[config.mk]
export PLATFORM = sky130hd
export DESIGN_NAME = store_queue
export DESIGN_NICKNAME = d
export VERILOG_FILES = /design/src/rtl/store_queue_pkg.sv /design/src/rtl/sq_fwd_search.sv /design/src/rtl/store_queue.sv
export SDC_FILE = /design/constraint.sdc
export NUM_CORES = 2
export LEC_CHECK = 0
export BUFFER_PORTS_ARGS = -buffer_cell sky130_fd_sc_hd__buf_2
export CAP_MARGIN = 20
export CORE_ASPECT_RATIO = 0.6
export CORE_MARGIN = 3
export CORE_UTILIZATION = 30
export DETAILED_ROUTE_END_ITERATION = 10
export PLACE_DENSITY = 0.5
export SYNTH_ARGS = -nofsm -noshare
export SYNTH_HDL_FRONTEND = slang
export SYNTH_SLANG_ARGS = --single-unit
[constraint.sdc]
create_clock -name clk -period 7.2 [get_ports clk]
set_input_delay 1.44 -clock clk [delete_from_list [all_inputs] [get_ports clk]]
set_output_delay 1.44 -clock clk [all_outputs]
set_load 0.02 [all_outputs]
[src/rtl/store_queue_pkg.sv]
// Shared types for the store queue: CDB broadcast format, tag matching and
// the per-entry record held in the circular buffer.
package store_queue_pkg;
  localparam int ROB_WIDTH      = 6;
  localparam int DATA_MEM_WIDTH = 16;
  localparam int N_B_ENTRY      = 4;
  localparam int SQ_DATA_W      = 32;
  localparam int SQ_B_W         = $clog2(N_B_ENTRY) + 1;

  typedef struct packed {
    logic                 valid;
    logic [ROB_WIDTH-1:0] tag;
    logic [SQ_DATA_W-1:0] data;
  } cdb_t;

  typedef struct packed {
    logic                      valid;
    logic                      addr_valid;
    logic [DATA_MEM_WIDTH-1:0] addr;
    logic                      fpr;
    cdb_t                      data;
    logic [SQ_B_W-1:0]         b_count;
  } sq_entry_t;

  function automatic logic tag_match(input cdb_t cdb, input logic [ROB_WIDTH-1:0] tag);
    return cdb.valid && (cdb.tag == tag);
  endfunction
endpackage

[src/rtl/sq_fwd_search.sv]
// Store-to-load forwarding search: scans the stores older than a load and
// reports stall / forward / data from the youngest address match.
module sq_fwd_search
  import store_queue_pkg::*;
#(
  parameter int  N_ENTRY = 8,
  localparam int IDX_W   = $clog2(N_ENTRY)
) (
  input  sq_entry_t [N_ENTRY-1:0]       entries,
  input  logic      [IDX_W:0]           head,
  input  logic                          ld_valid,
  input  logic      [DATA_MEM_WIDTH-1:0] ld_addr,
  input  logic      [IDX_W:0]           ld_tail,
  output logic                          stall,
  output logic                          fwd,
  output logic      [SQ_DATA_W-1:0]     data
);
  logic [IDX_W:0]         n_older;
  logic [IDX_W-1:0]       slot;
  logic                   unknown, hit, hit_ready;
  logic [SQ_DATA_W-1:0]   hit_data;
  logic                   unused_bits;

  assign n_older     = ld_tail - head;
  assign unused_bits = ^entries;

  // Walk oldest to youngest so a younger match overrides an older one.
  always_comb begin
    unknown   = 1'b0;
    hit       = 1'b0;
    hit_ready = 1'b0;
    hit_data  = '0;
    slot      = '0;
    for (int k = 0; k < N_ENTRY; k++) begin
      slot = head[IDX_W-1:0] + IDX_W'(k);
      if (ld_valid && ((IDX_W+1)'(k) < n_older) && entries[slot].valid) begin
        if (!entries[slot].addr_valid) begin
          unknown = 1'b1;
        end else if (entries[slot].addr == ld_addr) begin
          hit       = 1'b1;
          hit_ready = entries[slot].data.valid;
          hit_data  = entries[slot].data.data;
        end
      end
    end
  end

  assign stall = unknown || (hit && !hit_ready);
  assign fwd   = !unknown && hit && hit_ready;
  assign data  = fwd ? hit_data : '0;
endmodule

[src/rtl/store_queue.sv]
// In-order circular store queue: holds speculative stores, commits them to
// memory once resolved, and answers store-to-load forwarding queries.
module store_queue
  import store_queue_pkg::*;
#(
  parameter int  N_ENTRY = 8,
  parameter int  ADDR_W  = DATA_MEM_WIDTH,
  parameter int  DATA_W  = 32,
  parameter int  TAG_W   = ROB_WIDTH,
  parameter int  B_W     = $clog2(N_B_ENTRY) + 1,
  localparam int IDX_W   = $clog2(N_ENTRY)
) (
  input  logic              clk,
  input  logic              reset,
  input  logic              alloc_valid,
  output logic              alloc_ready,
  input  logic              alloc_addr_valid,
  input  logic [ADDR_W-1:0] alloc_addr,
  input  cdb_t              alloc_data,
  input  logic              alloc_fpr,
  input  logic [B_W-1:0]    alloc_b_count,
  output logic [IDX_W:0]    alloc_idx,
  input  logic              agu_valid,
  input  logic [IDX_W-1:0]  agu_idx,
  input  logic [ADDR_W-1:0] agu_addr,
  input  cdb_t              gpr_cdb,
  input  cdb_t              fpr_cdb,
  input  logic              b_commit,
  input  logic              failure,
  input  logic              ld_valid,
  input  logic [ADDR_W-1:0] ld_addr,
  input  logic [IDX_W:0]    ld_tail,
  output logic              ld_stall,
  output logic              ld_fwd,
  output logic [DATA_W-1:0] ld_data,
  output logic              mem_we,
  output logic [ADDR_W-1:0] mem_addr,
  output logic [DATA_W-1:0] mem_data,
  input  logic              mem_ready,
  output logic [IDX_W:0]    count,
  output logic              empty
);
  localparam int PW = IDX_W + 1;

  sq_entry_t [N_ENTRY-1:0] q, view;
  sq_entry_t               new_entry;
  cdb_t                    alloc_snoop, alloc_cdb;
  logic [TAG_W-1:0]        alloc_tag;
  logic [PW-1:0]           head, tail, head_next, n_keep;
  logic [IDX_W-1:0]        head_idx, tail_idx;
  logic                    full, commit_fire, alloc_fire;

  assign head_idx = head[IDX_W-1:0];
  assign tail_idx = tail[IDX_W-1:0];

  // Entries as seen this cycle, with same-cycle CDB results folded in.
  always_comb begin
    for (int i = 0; i < N_ENTRY; i++) begin
      view[i] = q[i];
      if (q[i].valid && !q[i].data.valid &&
          tag_match(q[i].fpr ? fpr_cdb : gpr_cdb, q[i].data.tag)) begin
        view[i].data.valid = 1'b1;
        view[i].data.data  = q[i].fpr ? fpr_cdb.data : gpr_cdb.data;
      end
    end
  end

  always_comb begin
    n_keep = '0;
    for (int i = 0; i < N_ENTRY; i++)
      if (q[i].valid && q[i].b_count == '0) n_keep = n_keep + PW'(1);
  end

  assign alloc_snoop = alloc_fpr ? fpr_cdb : gpr_cdb;
  assign alloc_tag   = alloc_data.tag;

  always_comb begin
    alloc_cdb = alloc_data;
    if (!alloc_data.valid && tag_match(alloc_snoop, alloc_tag)) begin
      alloc_cdb.valid = 1'b1;
      alloc_cdb.data  = alloc_snoop.data;
    end
    new_entry = '{valid:      1'b1,
                  addr_valid: alloc_addr_valid,
                  addr:       alloc_addr,
                  fpr:        alloc_fpr,
                  data:       alloc_cdb,
                  b_count:    (b_commit && alloc_b_count != '0) ? alloc_b_count - 1'b1
                                                                : alloc_b_count};
  end

  assign mem_we = view[head_idx].valid && view[head_idx].addr_valid &&
                  view[head_idx].data.valid && (view[head_idx].b_count == '0);
  assign mem_addr    = view[head_idx].addr;
  assign mem_data    = view[head_idx].data.data;
  assign commit_fire = mem_we && mem_ready;

  assign count       = tail - head;
  assign empty       = (count == '0);
  assign full        = (count == PW'(N_ENTRY));
  assign alloc_ready = !full || commit_fire;
  assign alloc_fire  = alloc_valid && alloc_ready && !failure;
  assign alloc_idx   = tail;
  assign head_next   = head + PW'(commit_fire);

  always_ff @(posedge clk) begin
    if (reset) begin
      q    <= '0;
      head <= '0;
      tail <= '0;
    end else begin
      for (int i = 0; i < N_ENTRY; i++) begin
        q[i] <= view[i];
        if (b_commit && view[i].b_count != '0)
          q[i].b_count <= view[i].b_count - 1'b1;
        if (agu_valid && agu_idx == IDX_W'(i)) begin
          q[i].addr_valid <= 1'b1;
          q[i].addr       <= agu_addr;
        end
        if (failure && view[i].b_count != '0) q[i] <= '0;
      end
      if (commit_fire) q[head_idx] <= '0;
      if (alloc_fire)  q[tail_idx] <= new_entry;
      head <= head_next;
      // Survivors are contiguous from head; the committing one is already gone.
      if (failure)         tail <= head_next + n_keep - PW'(commit_fire);
      else if (alloc_fire) tail <= tail + PW'(1);
    end
  end

  sq_fwd_search #(.N_ENTRY(N_ENTRY)) u_fwd (
    .entries (view),
    .head    (head),
    .ld_valid(ld_valid),
    .ld_addr (ld_addr),
    .ld_tail (ld_tail),
    .stall   (ld_stall),
    .fwd     (ld_fwd),
    .data    (ld_data)
  );
endmodule

======== After elaboration in Yosys (flattened, before gate mapping) ========
Index checks and enable logic that the tools add are counted.
cells by class
  reduce and logical (&&, ||, !) cells .... 122
  bitwise logic cells ..................... 2
  add/sub/neg operators ................... 29
  eq/ne operators ......................... 25
  order comparisons ....................... 19
  mux-type cells .......................... 191
operators by type and width
  kind                                                         number
  two-way mux 61 bit                                           26
  binary-select mux 61 bit (select 3 bit)                      8
  two-way mux 488 bit                                          3
  two-way mux 32 bit                                           42
  bitwise AND 488 bit                                          1
  bitwise mux 488 bit                                          1
  inverter 488 bit                                             1
  demux 61 bit (select 3 bit)                                  2
  two-way mux 39 bit                                           9
  two-way mux 17 bit                                           8
  == test 16 bit                                               8
  logical AND 1 bit                                            86
  two-way mux 1 bit                                            74
  == test 6 bit                                                9
  less-than comparator 3 x 4 -> 1 bit (second input constant)  9
  two-way mux 4 bit                                            9
  adder 4 x 1 -> 4 bit (second input constant)                 8
  zero test 3 bit                                              10
  two-way mux 3 bit                                            9
  nonzero test 3 bit                                           9
  subtractor 3 x 1 -> 3 bit (second input constant)            9
  less-than comparator 3 x 4 -> 1 bit (first input constant)   4
  zero test 1 bit                                              13
  adder 3 bit (second input constant)                          4
  16 further kinds                                             26
storage, ports and cells
  flip-flop bits (word level) ............. 496
  output and inout bits ................... 93
  bits of input ports ..................... 185

======== Longest topological paths before layout ========
  depth after elaboration ................. 35
  depth in mapped cells ................... 30
  depth with buffers taken out ............ 30

======== By module ========
From an unflattened synthesis, not the netlist that was laid out.
unflattened totals
  cells, all modules ...................... 6526
  area total of the unflattened synthesis .. 53856.7 µm²
by module, submodules not included
  module         area each (µm²)  cells each  instances
  store_queue    33108.0          4253        1
  sq_fwd_search  20748.6          2273        1

======== Least setup slack after synthesis ========
OpenSTA, ideal clock, no wires.
  path kind ............................... register to output
  start ................................... register head[1]
  end ..................................... output port ld_data[20]
  arrival time ............................ 6.466 ns
  stages on the path, launching flop included .. 25
  setup slack ............................. -0.706 ns
  buffers on the path ..................... 12
  cell sequence ........................... dfxtp_1 -> buf_6 -> buf_8 -> buf_2 -> inv_1 -> buf_2 -> buf_2 -> buf_1 -> clkbuf_1 -> buf_1 -> ha_1 -> clkbuf_1 -> buf_1 -> mux4_2 -> mux2i_1 -> xor2_1 -> o2111ai_1 -> nor4_4 -> or2_1 -> buf_4 -> buf_4 -> a31oi_1 -> a2111oi_2 -> o21ai_0 -> a22oi_1
on the way
  word-level cells in the longest chain between the ends .. 30
ends and longest elaborated chain
  item                                                                           line                 source
  start: declaration                                                             store_queue.sv:49    logic [PW-1:0] head, tail, head_next, n_keep;
  start signal: assignment                                                       store_queue.sv:124   head <= head_next;
  parallel branches: the longest is 29 deep, another holds adder 3 x 1 -> 3 bit  --
  two-way mux 32 bit *                                                           sq_fwd_search.sv:50  assign data = fwd ? hit_data : '0;
  end: declaration                                                               store_queue.sv:35    output logic [DATA_W-1:0] ld_data,
Every way passes the cells marked *. The select of a mux whose other input is x is not followed.

======== Worst setup path after layout ========
  start ................................... input port fpr_cdb[37] (netlist bit)
  end ..................................... output port ld_data[26]
on the way
  word-level cells in the longest chain between the ends .. 33
ends and longest elaborated chain
  item                                     line                                      source
  start: declaration                       store_queue.sv:27                         input cdb_t fpr_cdb,
  two-way mux 39 bit                       store_queue.sv:61                         tag_match(q[i].fpr ? fpr_cdb : gpr_cdb, q[i].data.tag)) begin
  == test 6 bit                            store_queue_pkg.sv:26                     return cdb.valid && (cdb.tag == tag);
  logical AND 1 bit                        store_queue_pkg.sv:26
  logical AND 1 bit                        store_queue.sv:60                         if (q[i].valid && !q[i].data.valid &&
  two-way mux 1 bit                        store_queue.sv:60
  binary-select mux 61 bit (select 3 bit)  sq_fwd_search.sv:41, sq_fwd_search.sv:42
  two-way mux 61 bit                       --
  two-way mux 1 bit                        sq_fwd_search.sv:39                       end else if (entries[slot].addr == ld_addr) begin
  [... 17 more ...]                        --
  two-way mux 1 bit                        sq_fwd_search.sv:39
  two-way mux 1 bit                        sq_fwd_search.sv:37                       if (!entries[slot].addr_valid) begin
  two-way mux 1 bit                        sq_fwd_search.sv:36                       if (ld_valid && ((IDX_W+1)'(k) < n_older) && entries[slot].valid) begin
  two-way mux 1 bit                        sq_fwd_search.sv:39
  two-way mux 1 bit                        sq_fwd_search.sv:37
  two-way mux 1 bit                        sq_fwd_search.sv:36
  logical AND 1 bit                        sq_fwd_search.sv:49                       assign fwd = !unknown && hit && hit_ready;
  two-way mux 32 bit *                     sq_fwd_search.sv:50
Mark *: on every way between the ends. The rest lies on a longest branch, timed or not. The select of a mux whose other input is x is not followed.

==> reports/qor.csv <==
metric,value,unit
multi_input_area,36200,sq um
yosys-top-cells-count,"mux2i_1 (841), o21ai_0 (512), dfxtp_1 (496)",
synth_nets,5732,
fillCellCount,16316,
synth-seq-cells,496,
grt_pass1_vias,46275,
required,5.76,ns
synth_ff_type,dfxtp_1,
power.leakage,20.6,nW
p_seq_share,35.1,%
dp_hpwl,210000,um
seq_area,9950,sq um
grt_max_degree,89,
numClockSinks,496,
p_sw,3.35,mW
clk_pin_slew,0.07,ns
internal-power,5.36,mW
antenna_found_initial,14,
synth_fa_ha_area_share,1.30,%
yosysMostFrequentCell,mux2i_1,
setup_tns,0,ns
yosys-top-cells-area,"dfxtp_1 (20%), mux2i_1 (17%), mux4_2 (15%), o22ai_1 (6.0%), o21ai_0 (5.3%)",
critPathLaunchType,input port,
async_reset_ff_share,0,%
fin_crit,7.19,ns
synth_edf_count,0,
path_class,input port to primary output,
holdPathStages,2,
worstHoldPathType,flop to flop,
overflow,0,
htreeDepth,2,
max_cap_viol_count,0,
pin_count,278,
die_y,318,um
synth-simple-area-share,12.4,%
ir_worst_vdd,232,uV
cp_slowest_cell,nor4_2,
numCtsBuffers,55,
cts_root_buf,clkbuf_16,
r2r-end,alloc_idx[3],
synth_xor_area_share,4.24,%
wl,290000,um
via_per_inst,6.69,
slowest_delay,0.68,ns
relSlewSlack,13.6,%
tightest_slew,1.29,ns
power_density,153,nW/um^2
netlist_area,48700,sq um
layout-drive-gt1-share,26.0,%
final-setup-viol-count,0,
drtIter0Drc,9585,
ys_seq_area_share,20.4,%
synth_top_area_cell,dfxtp_1,
tritoncts,built,
grt_pass1_wl,391000,um
crit_fanout,18,
syn_avg_cell_area,8.86,sq um
ys_types,92,
reg2reg_setup_slack,1.28,ns
finClkSkew,0.0636,ns
grt_use_total,32.6,%
cp_cell_sequence,"buf_2, mux2i_1, xor2_1, and4_1, a21oi_1, a211oi_1, nor4_2, buf_4, o21bai_1, a221o_1, o2111ai_2, nand2_2, buf_12, buf_12, and3_1, buf_2",
min-delay-start,q[343],
netlist_instances,5498,
synth.mux.area_fraction,36.8,%
synth_top_family_by_area,multiplexers,
fin_crit_sh,99.8,%
cp-end-kind,primary output,
placementRows,113,
via_count,52851,
ff2ff_path_depth,26,
fmax,139,MHz
outcome,"complete, no violations",
clock_latency,0.73,ns
die_area,167000,sq um
comb_power_share,29.6,%
synth_compound_area_share,18.5,%
fp.dieW,526,um
rr_startpoint,q[121],
place.gp.congestion,1.03,
postRouteAntennaNets,0,
io_buffers,277,
yosys_warnings,0,
switching_share,38.4,%
min_to,q[343],
final-max-slew-violation-count,0,
synth_top_area_share,20.4,%
area_growth,16.8,%
final_net_count,5948,
drt-pass1-iter-count,10,
drc,0,
clock_tree.buffer_depth,3,
finalPower,8.71,mW
initial_core_util,30.5,%
cp.arrival,5.75,ns
coreArea,160000,sq um
final_hold_viol_count,0,
wl_per_cell,36.7,um
clock_power_share,35.3,%
power groups by stage:
| stage | sequential, mW | clock, mW | combinational (mW) |
|---|---|---|---|
| after floorplan | 3.04 | 0 | 1.40 |
| after global placement | 3.10 | 0 | 2.40 |
| after detailed placement | 3.11 | 0 | 2.42 |
| after CTS | 3.05 | 3.07 | 2.43 |
| after global routing | 3.07 | 3.17 | 2.66 |
| final | 3.06 | 3.08 | 2.58 |
how the worst max path moves through the flow:
stage | start | depth (start not counted) | end
3_5_place_dp | head[0] | 16 | ld_data[5]
6_report | fpr_cdb[37] | 16 | ld_data[26]
4_1_cts | head[1] | 14 | ld_data[11]
5_1_grt | head[1] | 17 | ld_data[26]
3_3_place_gp | head[0] | 16 | ld_data[5]
2_1_floorplan | head[0] | 23 | ld_data[5]
cells in the final DEF (no fill, tap or decap), drive strengths merged, types with 25 or more instances in the layout:
master	instances
o31ai	30
ha	46
o22ai	466
mux2i	841
nor2	182
inv	100
o211ai	74
a21oi	117
xnor2	155
nand4	30
o21ai	523
a221oi	33
xor2	81
nor3	83
mux2	166
buf	764
or2	25
a22oi	32
or3	117
nand2	257
o22a	25
and3	40
dfxtp	496
nand2b	37
clkbuf	96
nand3	299
mux4	336
stage by stage:
step / hold WS, ns / cell area, sq um / utilization [%] / setup WS, ns / std cells
after global routing: 0.498 / 56900 / 35.6 / -0.00291 / 7886
after detailed placement: 0.457 / 54300 / 34.0 / -0.501 / 7728
after global placement: 0.454 / 54200 / 33.9 / -0.471 / 7724
after floorplan: 0.442 / 48700 / - / 0.0298 / 5498
final: 0.470 / 56900 / 35.6 / 0.0139 / 7895
after CTS: 0.466 / 56300 / 35.2 / 0.0163 / 7841
kinds of logic (layout without fill, tap and decap cells):
logic type,Yosys count,after routing
compound gates,1460,1460
xor+xnor,236,236
fa+ha+maj,49,49
buf+inv,724,983
flops,496,496
mux,1343,1343
other cells,0,11
simple gates,1190,1190
sequential cells by signal, summed over array words and instances (netlist names):
signal / count
alloc_idx: 4
head: 4
q: 488
metal layers:
| metal | vias to the layer above | wire length (um) | part of all wire (%) | track usage, % |
|---|---|---|---|---|
| met2 | 4565 | 96300 | 33 | 36.1 |
| met3 | 291 | 59500 | 21 | 22.6 |
| met5 | - | 1400 | 0.48 | 6.30 |
| met4 | 18 | 4080 | 1.4 | 4.42 |
| met1 | 26348 | 129000 | 44 | 48.7 |
| li1 | 21629 | - | - | - |
worst max-delay path: cells and delay by family:
kind,cells,cell delay (ns)
compound gates,5,1.46
simple gates,4,1.29
buf+inv,5,0.90
xor+xnor,1,0.21
mux,1,0.42
cell type report:
| cell class | instances | area share [%] |
|---|---|---|
| diodes | 11 | 0.0484 |
| clock buffers | 77 | 2.72 |
| clock inverters | 23 | 0.508 |
| inverters | 100 | 0.692 |
| multi-input cells | 4278 | 63.7 |
| flip-flops and latches | 496 | 17.5 |
| well taps | 2127 | 4.68 |
| repair buffers | 783 | 10.2 |
timing repair:
action                                  4_1_cts  5_1_grt
hold buffers                                  0        0
pin swaps                                     4        6
gates resized for setup                      11       43
buffers inserted                             13       18
endpoints found under the setup margin       34       34
cloned                                        0        2
(Power assumes the default switching activity.)
